==> src/rtl/dsram_axi_bridge_if.sv <==
// AXI3 master-side bus bundle between the data SRAM bridge and the interconnect.
interface dsram_axi_bridge_if #(
    parameter int unsigned ID_W = 4
) ();
    logic [ID_W-1:0] arid;
    logic [31:0]     araddr;
    logic [3:0]      arlen;
    logic [2:0]      arsize;
    logic [1:0]      arburst;
    logic            arvalid;
    logic            arready;

    logic [ID_W-1:0] rid;
    logic [31:0]     rdata;
    logic [1:0]      rresp;
    logic            rlast;
    logic            rvalid;
    logic            rready;

    logic [ID_W-1:0] awid;
    logic [31:0]     awaddr;
    logic [3:0]      awlen;
    logic [2:0]      awsize;
    logic [1:0]      awburst;
    logic            awvalid;
    logic            awready;

    logic [ID_W-1:0] wid;
    logic [31:0]     wdata;
    logic [3:0]      wstrb;
    logic            wlast;
    logic            wvalid;
    logic            wready;

    logic [ID_W-1:0] bid;
    logic [1:0]      bresp;
    logic            bvalid;
    logic            bready;

    modport master (
        output arid, araddr, arlen, arsize, arburst, arvalid,
        input  arready,
        input  rid, rdata, rresp, rlast, rvalid,
        output rready,
        output awid, awaddr, awlen, awsize, awburst, awvalid,
        input  awready,
        output wid, wdata, wstrb, wlast, wvalid,
        input  wready,
        input  bid, bresp, bvalid,
        output bready
    );

    modport slave (
        input  arid, araddr, arlen, arsize, arburst, arvalid,
        output arready,
        output rid, rdata, rresp, rlast, rvalid,
        input  rready,
        input  awid, awaddr, awlen, awsize, awburst, awvalid,
        output awready,
        input  wid, wdata, wstrb, wlast, wvalid,
        output wready,
        output bid, bresp, bvalid,
        input  bready
    );
endinterface

==> src/rtl/dsram_axi_bridge.sv <==
// Single-outstanding bridge from the core's data SRAM port to an AXI3 master port.
// The core is stalled while a transaction is in flight; read data returns in DONE.
module dsram_axi_bridge #(
    parameter int unsigned ID_W   = 4,
    parameter int unsigned AXI_ID = 1
) (
    input  logic                 clk,
    input  logic                 resetn,
    input  logic                 data_sram_en,
    input  logic [3:0]           data_sram_wen,
    input  logic [31:0]          data_sram_addr,
    input  logic [31:0]          data_sram_wdata,
    output logic [31:0]          data_sram_rdata,
    output logic                 stall_by_dram,
    output logic                 bus_err,
    dsram_axi_bridge_if.master   axi
);
    localparam int unsigned AW = 32;
    localparam int unsigned DW = 32;
    localparam int unsigned SW = 4;

    typedef enum logic [2:0] {
        IDLE    = 3'd0,
        RD_AR   = 3'd1,
        RD_R    = 3'd2,
        WR_AW_W = 3'd3,
        WR_B    = 3'd4,
        DONE    = 3'd5
    } state_e;

    state_e          state_q, state_d;
    logic [AW-1:0]   addr_q, addr_d;
    logic [SW-1:0]   wen_q, wen_d;
    logic [DW-1:0]   wdata_q, wdata_d;
    logic [2:0]      awsize_q, awsize_d;
    logic [1:0]      resp_q, resp_d;
    logic [DW-1:0]   rdata_q, rdata_d;
    logic            aw_done_q, aw_done_d;
    logic            w_done_q, w_done_d;
    logic            arvalid_q, arvalid_d;
    logic            rready_q, rready_d;
    logic            awvalid_q, awvalid_d;
    logic            wvalid_q, wvalid_d;
    logic            bready_q, bready_d;
    logic            bus_err_q, bus_err_d;
    logic            unused_ok;

    // Transfer size from the byte-enable pattern; odd patterns fall back to a full word.
    function automatic logic [2:0] size_of(input logic [SW-1:0] be);
        case (be)
            4'b1111:                            size_of = 3'b010;
            4'b0011, 4'b1100:                   size_of = 3'b001;
            4'b0001, 4'b0010, 4'b0100, 4'b1000: size_of = 3'b000;
            default:                            size_of = 3'b010;
        endcase
    endfunction

    always_ff @(posedge clk) begin
        if (!resetn) begin
            state_q   <= IDLE;
            addr_q    <= '0;
            wen_q     <= '0;
            wdata_q   <= '0;
            awsize_q  <= '0;
            resp_q    <= '0;
            rdata_q   <= '0;
            aw_done_q <= 1'b0;
            w_done_q  <= 1'b0;
            arvalid_q <= 1'b0;
            rready_q  <= 1'b0;
            awvalid_q <= 1'b0;
            wvalid_q  <= 1'b0;
            bready_q  <= 1'b0;
            bus_err_q <= 1'b0;
        end else begin
            state_q   <= state_d;
            addr_q    <= addr_d;
            wen_q     <= wen_d;
            wdata_q   <= wdata_d;
            awsize_q  <= awsize_d;
            resp_q    <= resp_d;
            rdata_q   <= rdata_d;
            aw_done_q <= aw_done_d;
            w_done_q  <= w_done_d;
            arvalid_q <= arvalid_d;
            rready_q  <= rready_d;
            awvalid_q <= awvalid_d;
            wvalid_q  <= wvalid_d;
            bready_q  <= bready_d;
            bus_err_q <= bus_err_d;
        end
    end

    // Next state and datapath; bus outputs are registered from the next state.
    always_comb begin
        state_d   = state_q;
        addr_d    = addr_q;
        wen_d     = wen_q;
        wdata_d   = wdata_q;
        awsize_d  = awsize_q;
        resp_d    = resp_q;
        rdata_d   = rdata_q;
        aw_done_d = aw_done_q;
        w_done_d  = w_done_q;

        case (state_q)
            IDLE: begin
                if (data_sram_en) begin
                    addr_d    = data_sram_addr;
                    wen_d     = data_sram_wen;
                    wdata_d   = data_sram_wdata;
                    awsize_d  = size_of(data_sram_wen);
                    resp_d    = 2'b00;
                    aw_done_d = 1'b0;
                    w_done_d  = 1'b0;
                    state_d   = (data_sram_wen == 4'b0000) ? RD_AR : WR_AW_W;
                end
            end
            RD_AR: begin
                if (arvalid_q && axi.arready) state_d = RD_R;
            end
            RD_R: begin
                if (rready_q && axi.rvalid) begin
                    rdata_d = axi.rdata;
                    resp_d  = axi.rresp;
                    state_d = DONE;
                end
            end
            WR_AW_W: begin
                aw_done_d = aw_done_q | (awvalid_q & axi.awready);
                w_done_d  = w_done_q  | (wvalid_q  & axi.wready);
                if (aw_done_d && w_done_d) state_d = WR_B;
            end
            WR_B: begin
                if (bready_q && axi.bvalid) begin
                    resp_d  = axi.bresp;
                    state_d = DONE;
                end
            end
            DONE:    state_d = IDLE;
            default: state_d = IDLE;
        endcase

        arvalid_d = (state_d == RD_AR);
        rready_d  = (state_d == RD_R);
        awvalid_d = (state_d == WR_AW_W) && !aw_done_d;
        wvalid_d  = (state_d == WR_AW_W) && !w_done_d;
        bready_d  = (state_d == WR_B);
        bus_err_d = (state_d == DONE) && (resp_d != 2'b00);
    end

    // A new request is stalled in the very cycle it shows up.
    assign stall_by_dram = ((state_q == IDLE) && data_sram_en) ||
                           ((state_q != IDLE) && (state_q != DONE));

    assign data_sram_rdata = rdata_q;
    assign bus_err         = bus_err_q;

    assign axi.arid    = ID_W'(AXI_ID);
    assign axi.araddr  = addr_q;
    assign axi.arlen   = 4'b0000;
    assign axi.arsize  = 3'b010;
    assign axi.arburst = 2'b01;
    assign axi.arvalid = arvalid_q;
    assign axi.rready  = rready_q;

    assign axi.awid    = ID_W'(AXI_ID);
    assign axi.awaddr  = addr_q;
    assign axi.awlen   = 4'b0000;
    assign axi.awsize  = awsize_q;
    assign axi.awburst = 2'b01;
    assign axi.awvalid = awvalid_q;

    assign axi.wid     = ID_W'(AXI_ID);
    assign axi.wdata   = wdata_q;
    assign axi.wstrb   = wen_q;
    assign axi.wlast   = 1'b1;
    assign axi.wvalid  = wvalid_q;
    assign axi.bready  = bready_q;

    // Single outstanding, single-beat: IDs and rlast carry no information here.
    assign unused_ok = &{1'b0, axi.rid, axi.rlast, axi.bid};
endmodule

==> src/flat_wrapper.sv <==
// flat-port wrapper written by rule: the top's interface ports become plain ports
module dsram_axi_bridge_flat 
#(
    parameter int unsigned ID_W   = 4,
    parameter int unsigned AXI_ID = 1
)
  (clk, resetn, data_sram_en, data_sram_wen, data_sram_addr, data_sram_wdata, data_sram_rdata, stall_by_dram, bus_err, axi_arid, axi_araddr, axi_arlen, axi_arsize, axi_arburst, axi_arvalid, axi_arready, axi_rid, axi_rdata, axi_rresp, axi_rlast, axi_rvalid, axi_rready, axi_awid, axi_awaddr, axi_awlen, axi_awsize, axi_awburst, axi_awvalid, axi_awready, axi_wid, axi_wdata, axi_wstrb, axi_wlast, axi_wvalid, axi_wready, axi_bid, axi_bresp, axi_bvalid, axi_bready);
  dsram_axi_bridge_if #(.ID_W(ID_W)) axi_i ();
  input  logic clk;
  input  logic resetn;
  input  logic data_sram_en;
  input  logic [3:0] data_sram_wen;
  input  logic [31:0] data_sram_addr;
  input  logic [31:0] data_sram_wdata;
  output logic [31:0] data_sram_rdata;
  output logic stall_by_dram;
  output logic bus_err;
  output wire logic [$bits(axi_i.arid)-1:0] axi_arid;
  output wire logic [$bits(axi_i.araddr)-1:0] axi_araddr;
  output wire logic [$bits(axi_i.arlen)-1:0] axi_arlen;
  output wire logic [$bits(axi_i.arsize)-1:0] axi_arsize;
  output wire logic [$bits(axi_i.arburst)-1:0] axi_arburst;
  output wire logic [$bits(axi_i.arvalid)-1:0] axi_arvalid;
  input wire logic [$bits(axi_i.arready)-1:0] axi_arready;
  input wire logic [$bits(axi_i.rid)-1:0] axi_rid;
  input wire logic [$bits(axi_i.rdata)-1:0] axi_rdata;
  input wire logic [$bits(axi_i.rresp)-1:0] axi_rresp;
  input wire logic [$bits(axi_i.rlast)-1:0] axi_rlast;
  input wire logic [$bits(axi_i.rvalid)-1:0] axi_rvalid;
  output wire logic [$bits(axi_i.rready)-1:0] axi_rready;
  output wire logic [$bits(axi_i.awid)-1:0] axi_awid;
  output wire logic [$bits(axi_i.awaddr)-1:0] axi_awaddr;
  output wire logic [$bits(axi_i.awlen)-1:0] axi_awlen;
  output wire logic [$bits(axi_i.awsize)-1:0] axi_awsize;
  output wire logic [$bits(axi_i.awburst)-1:0] axi_awburst;
  output wire logic [$bits(axi_i.awvalid)-1:0] axi_awvalid;
  input wire logic [$bits(axi_i.awready)-1:0] axi_awready;
  output wire logic [$bits(axi_i.wid)-1:0] axi_wid;
  output wire logic [$bits(axi_i.wdata)-1:0] axi_wdata;
  output wire logic [$bits(axi_i.wstrb)-1:0] axi_wstrb;
  output wire logic [$bits(axi_i.wlast)-1:0] axi_wlast;
  output wire logic [$bits(axi_i.wvalid)-1:0] axi_wvalid;
  input wire logic [$bits(axi_i.wready)-1:0] axi_wready;
  input wire logic [$bits(axi_i.bid)-1:0] axi_bid;
  input wire logic [$bits(axi_i.bresp)-1:0] axi_bresp;
  input wire logic [$bits(axi_i.bvalid)-1:0] axi_bvalid;
  output wire logic [$bits(axi_i.bready)-1:0] axi_bready;
  assign axi_arid = axi_i.arid;
  assign axi_araddr = axi_i.araddr;
  assign axi_arlen = axi_i.arlen;
  assign axi_arsize = axi_i.arsize;
  assign axi_arburst = axi_i.arburst;
  assign axi_arvalid = axi_i.arvalid;
  assign axi_i.arready = axi_arready;
  assign axi_i.rid = axi_rid;
  assign axi_i.rdata = axi_rdata;
  assign axi_i.rresp = axi_rresp;
  assign axi_i.rlast = axi_rlast;
  assign axi_i.rvalid = axi_rvalid;
  assign axi_rready = axi_i.rready;
  assign axi_awid = axi_i.awid;
  assign axi_awaddr = axi_i.awaddr;
  assign axi_awlen = axi_i.awlen;
  assign axi_awsize = axi_i.awsize;
  assign axi_awburst = axi_i.awburst;
  assign axi_awvalid = axi_i.awvalid;
  assign axi_i.awready = axi_awready;
  assign axi_wid = axi_i.wid;
  assign axi_wdata = axi_i.wdata;
  assign axi_wstrb = axi_i.wstrb;
  assign axi_wlast = axi_i.wlast;
  assign axi_wvalid = axi_i.wvalid;
  assign axi_i.wready = axi_wready;
  assign axi_i.bid = axi_bid;
  assign axi_i.bresp = axi_bresp;
  assign axi_i.bvalid = axi_bvalid;
  assign axi_bready = axi_i.bready;
  dsram_axi_bridge #(.ID_W(ID_W), .AXI_ID(AXI_ID)) u_core (.clk(clk), .resetn(resetn), .data_sram_en(data_sram_en), .data_sram_wen(data_sram_wen), .data_sram_addr(data_sram_addr), .data_sram_wdata(data_sram_wdata), .data_sram_rdata(data_sram_rdata), .stall_by_dram(stall_by_dram), .bus_err(bus_err), .axi(axi_i));
endmodule
==> config.mk <==
export PLATFORM = sky130hd
export DESIGN_NAME = dsram_axi_bridge_flat
export DESIGN_NICKNAME = d
export VERILOG_FILES = /design/src/rtl/dsram_axi_bridge_if.sv /design/src/rtl/dsram_axi_bridge.sv /design/src/flat_wrapper.sv
export SDC_FILE = /design/constraint.sdc
export NUM_CORES = 1
export LEC_CHECK = 0
export ABC_AREA = 1
export BUFFER_PORTS_ARGS = -buffer_cell sky130_fd_sc_hd__buf_2
export CAP_MARGIN = 20
export CORE_MARGIN = 2
export CORE_UTILIZATION = 25
export CTS_CLUSTER_SIZE = 10
export DETAILED_ROUTE_END_ITERATION = 8
export PLACE_DENSITY_LB_ADDON = 0.05
export SYNTH_ARGS = -nofsm -noshare
export SYNTH_HDL_FRONTEND = slang
export SYNTH_SLANG_ARGS = --single-unit
export TNS_END_PERCENT = 5
==> constraint.sdc <==
create_clock -name clk -period 1.6 [get_ports clk]
set_input_delay 0.24 -clock clk [delete_from_list [all_inputs] [get_ports clk]]
set_output_delay 0.24 -clock clk [all_outputs]
set_load 0.03 [all_outputs]
After elaboration in Yosys (flattened, before gate mapping) --
Index checks and enable logic that the tools add are counted.
Storage, ports and cells: bits in registers 116, output and inout bits 170
Operators by class: equality and inequality tests 16, multiplexer cells 16, bitwise operators 4, reduce and logical (&&, ||, !) cells 20
Operators by type and width (count):
- 2-to-1 mux 3 bit | 5
- case mux 3 bit (5 select lines) | 1
- == test 3 x 2 -> 1 bit (second input constant) | 4
- == test 3 bit (second input constant) | 3
- logical AND 1 bit | 9
- == test 4 x 2 -> 1 bit (second input constant) | 2
- == test 4 bit (second input constant) | 2
- 2-to-1 mux 2 bit | 4
- == test 3 x 1 -> 1 bit (second input constant) | 2
- case mux 2 bit (3 select lines) | 1
- == test 4 x 1 -> 1 bit (second input constant) | 1
- == test 4 x 3 -> 1 bit (second input constant) | 1
- zero test 4 bit | 1
- case mux 1 bit (2 select lines) | 2
- case mux 2 bit (2 select lines) | 1
- AND reduction 2 bit | 2
- OR reduction 4 bit | 1
- zero test 3 bit | 1
- != test 3 bit (second input constant) | 1
- nonzero test 3 bit | 1
- AND 1 bit | 2
- zero test 1 bit | 2
- 2-to-1 mux 1 bit | 2
- OR 1 bit | 2
- other kinds (3) | 3

Logic depth before layout (Yosys ltp) --
depth in word-level cells 7, gate-level depth with buffers 9, depth with buffers taken out 8

Worst setup path after synthesis --
Ideal clock, no wire load.
path type register to register, start point register u_core.rready_q (netlist: u_core.axi.rready), end point register u_core.awvalid_q (netlist: u_core.axi.awvalid), arrival 1238 ps, required time 1472 ps, path slack 235 ps, stages on the path, launching flop included 9, path buffers 0, cell sequence dfxtp_1 > nand2_1 > clkinv_1 > nand3_2 > nand2_1 > nor2_1 > nand2_1 > nand3_1 > nor2_1
On the way: word-level cells in the longest chain between the ends 5
Ends and longest elaborated chain:
- start, declared | line dsram_axi_bridge.sv:41 | logic rready_q, rready_d;
- start signal, assigned | line dsram_axi_bridge.sv:86 | rready_q <= rready_d;
- logical AND 1 bit | line dsram_axi_bridge.sv:123 | if (rready_q && axi.rvalid) begin
- 2-to-1 mux 3 bit | line dsram_axi_bridge.sv:123
- case mux 3 bit (5 select lines) | line dsram_axi_bridge.sv:106 | case (state_q)
- == test 3 x 2 -> 1 bit | line dsram_axi_bridge.sv:146 | awvalid_d = (state_d == WR_AW_W) && !aw_done_d;
- logical AND 1 bit | line dsram_axi_bridge.sv:146
- end signal, assigned | line dsram_axi_bridge.sv:87 | awvalid_q <= awvalid_d;
- end, declared | line dsram_axi_bridge.sv:42 | logic awvalid_q, awvalid_d;
No other way between the ends. A chain may end at the register's enable or synchronous reset.

Worst setup path after layout --
start point register u_core.state_q[1], end point output port stall_by_dram
On the way: word-level cells in the longest chain between the ends 3, elaborated cells on any way between the ends 6
Ends and longest elaborated chain:
- start, declared | line dsram_axi_bridge.sv:31 | state_e state_q, state_d;
- start signal, assigned | line dsram_axi_bridge.sv:76 | state_q <= state_d;
- != test 3 bit (tied with other cells) | line dsram_axi_bridge.sv:154 | ((state_q != IDLE) && (state_q != DONE));
- logical AND 1 bit (on tied branches) | line dsram_axi_bridge.sv:154, dsram_axi_bridge.sv:153
- logical OR 1 bit (*) | line dsram_axi_bridge.sv:153 | assign stall_by_dram = ((state_q == IDLE) && data_sram_en) ||
- end, declared | line flat_wrapper.sv:16 | output logic stall_by_dram;
Mark *: on every way between the ends. The rest lies on a longest branch, timed or not.

==> results.yml <==
finish:
  final_layout_size_suffix_gt1_share_pct: 36.7
  stdcell_count: 1084
  antenna_cells: 0
  finalNetCount: 958
  area_delta_synth_final_pct: 36.9
  utilization_pct: 34.8
placed_design:
  hpwl_microns: 10400
  place.gp.congestion: 0.738
  dpl.cell_count: 1051
  io_buffers: 252
floorplanning:
  fp.dieH_microns: 142
  fp.dieW_microns: 142
  initial_core_util_pct: 25.4
  die-area_sq_um: 20100
  core_area_sq_um: 18700
  boundaryPins: 291
  rows: 50
setup_path:
  ff2ff_path_depth: 9
  r2r_slack_ns: 0.19
  crit_path_end_kind: "output port"
  reg2reg_from: "u_core.state_q[1]$_SDFF_PN0_"
  worstPathArrival_ns: 1.30
  cp-start-kind: "flip-flop"
  critPathMaxFanout: 3
  timing.rr.end: "u_core.bus_err$_SDFF_PN0_"
  worstSetupPathType: "flip-flop to output port"
  critPathRequiredTime_ns: 1.36
routing:
  via_count: 4630
  wl_microns: 14600
  wl_per_cell_microns: 13.5
  drcViolationCount: 0
  drt-pass1-iter-count: 4
  routed_via_density: 4.27
  drt_iter0_drc: 178
  postRouteAntennaNets: 0
timing:
  period_share_pct: 96.5
  rsz0062_at_grt: "no"
  fmax_mhz: 647
  period_needed_ns: 1.54
  finalSetupTns_ns: 0
  worst_clock_skew_ns: 0.00820
  final_hold_viol_count: 0
  hold_slack_ns: 0.0669
  maxSlewViolCount: 0
  setup_viol_count_final: 0
clocking:
  path_clk_slew_ns: 0.05
  root_buffer: "clkbuf_16"
  cts_max_path_buffers: 2
  clk_latency_ns: 0.41
  cts.sinks: 115
  cts_hold_buffers: 0
  htreeDepth: 4
  cts_inserted_buffers: 17
  tritoncts: "yes"
power_and_ir_drop:
  p_int_w: 0.00590
  p_sw_share_pct: 32.9
  pwr-share-seq_pct: 36.7
  powerDensity_nw_per_um2: 1350
  p_sw_w: 0.00289
  combPwrFrac_pct: 22.6
  clkPwrFrac_pct: 40.8
  irDropWorstVdd_mv: 0.679
  p_leak_nw: 3.16
global_routing:
  grt_overflow: 0
  grt_max_degree: 50
  antenna_found_initial: 1
  grt_pass1_vias: 4396
  grt_pass1_wl_microns: 22300
  grt_usage_pct: 14.3
synthesis:
  yosys_register_bits: 115
  synthArstFlopShare_pct: 0
  yosysUniqueCellTypes: 26
  syn_avg_cell_area_sq_um: 7.63
  netlist_area_sq_um: 4750
  synthTopCellsByArea: "dfxtp_1 48%, nand2_1 16%, buf_4 11%"
  synth_area_leader_cell: "dfxtp_1"
  yosysWarnings: 0
  synth-seq-area-share_pct: 48.4
  synth_top_area_share_pct: 48.4
  synth-edff-count: 0
  synth_ff_type: "dfxtp_1"
  syn_inst: 623
  synth_common_cells: "208 x nand2_1, 115 x dfxtp_1, 103 x a21oi_1"
  yosysMostFrequentCell: "nand2_1"
outcome:
  status: "complete, no violations"
min_path:
  min_delay_worst_endpoint: "u_core.axi.wdata[31]$_SDFFE_PN0P_"
  hold_depth: 3
  min_from: "data_sram_wdata[31]"
  hold_class: "input port to flip-flop"
run:
  maxCapViolCount: 0
power groups by stage:
stage	Sequential (W)	Clock [W]	Combinational, W
floorplan	0.00366	0	0.00111
global placement	0.00327	0	0.00199
detailed placement	0.00328	0	0.00199
CTS	0.00322	0.00372	0.00200
global route	0.00325	0.00386	0.00217
finish	0.00322	0.00358	0.00198
how the worst max path moves through the flow:
stage	start	endpoint	slack (ns)	depth (start not counted)
2_1_floorplan	u_core.axi.rready$_SDFF_PN0_	u_core.axi.awvalid$_SDFF_PN0_	0.23	8
3_3_place_gp	u_core.state_q[2]$_SDFF_PN0_	u_core.bus_err$_SDFF_PN0_	0.16	8
3_5_place_dp	u_core.state_q[2]$_SDFF_PN0_	u_core.bus_err$_SDFF_PN0_	0.16	8
4_1_cts	u_core.state_q[2]$_SDFF_PN0_	stall_by_dram	0.005	4
5_1_grt	u_core.state_q[1]$_SDFF_PN0_	stall_by_dram	0.002	4
6_report	u_core.state_q[1]$_SDFF_PN0_	stall_by_dram	0.06	4
through the flow:
step | power (W) | cell area, sq um | setup slack [ns]
2_1_floorplan | 0.00477 | 4860 | 0.235
3_3_place_gp | 0.00526 | 5920 | 0.160
3_5_place_dp | 0.00527 | 5920 | 0.156
4_1_cts | 0.00894 | 6490 | 0.00482
5_1_grt | 0.00928 | 6510 | 0.00173
6_report | 0.00879 | 6510 | 0.0554
registers in the layout, summed over array words and instances, names as in the netlist:
signal                  cells
u_core.axi.araddr          32
u_core.aw_done_q            1
u_core.axi.wvalid           1
u_core.axi.arvalid          1
u_core.axi.wstrb            4
u_core.axi.wdata           32
u_core.data_sram_rdata     32
u_core.w_done_q             1
u_core.axi.awvalid          1
u_core.axi.awsize           2
u_core.axi.bready           1
u_core.axi.rready           1
u_core.bus_err              1
u_core.state_q              3
u_core.resp_q               2
routing by layer:
| metal | vias up | global-route usage (%) | part of all wire [%] |
|---|---|---|---|
| met5 | - | 0 | 0.11 |
| met3 | 16 | 6.41 | 9.1 |
| met1 | 2061 | 16.3 | 43 |
| met2 | 198 | 23.6 | 47 |
| met4 | 2 | 5.00 | 1.0 |
| li1 | 2353 | - | - |
logic make-up (layout without fill, tap and decap cells):
logic type | count (synthesis) | count (layout) | synth area share, %
simple gates | 287 | 287 | 25.3
flops | 115 | 115 | 48.4
buf+inv | 112 | 312 | 14.7
compound gates | 107 | 107 | 11.4
other cells | 2 | 29 | 0.158
critical path: stages, from the launching register on:
cell and delay (ns):
dfxtp_4 0.36, buf_6 0.12, nor3_2 0.17, a31oi_1 0.06, buf_4 0.18
final cells by class:
class,instances,area (sq um)
well taps,234,293
clock inverters,10,82.6
flip-flops and latches,115,2310
repair buffers,264,1420
multi-input cells,423,1860
fillers,2050,12200
inverters,16,68.8
clock buffers,22,474
layout by cell type, fill, tap and decap left out, types with 4 or more instances in the layout:
cell / count
nand2_1: 208
clkinv_2: 7
conb_1: 29
dfxtp_1: 112
inv_1: 8
a21oi_1: 103
buf_2: 251
nor2_1: 18
clkbuf_16: 17
buf_12: 5
buf_4: 7
nand4_1: 4
nand3_1: 44
timing repair:
action	in CTS	in global routing
buffers inserted	0	1
resized for setup	8	3
endpoints found under the setup margin	1	1
Note: power is estimated with default switching activity, not from simulation.
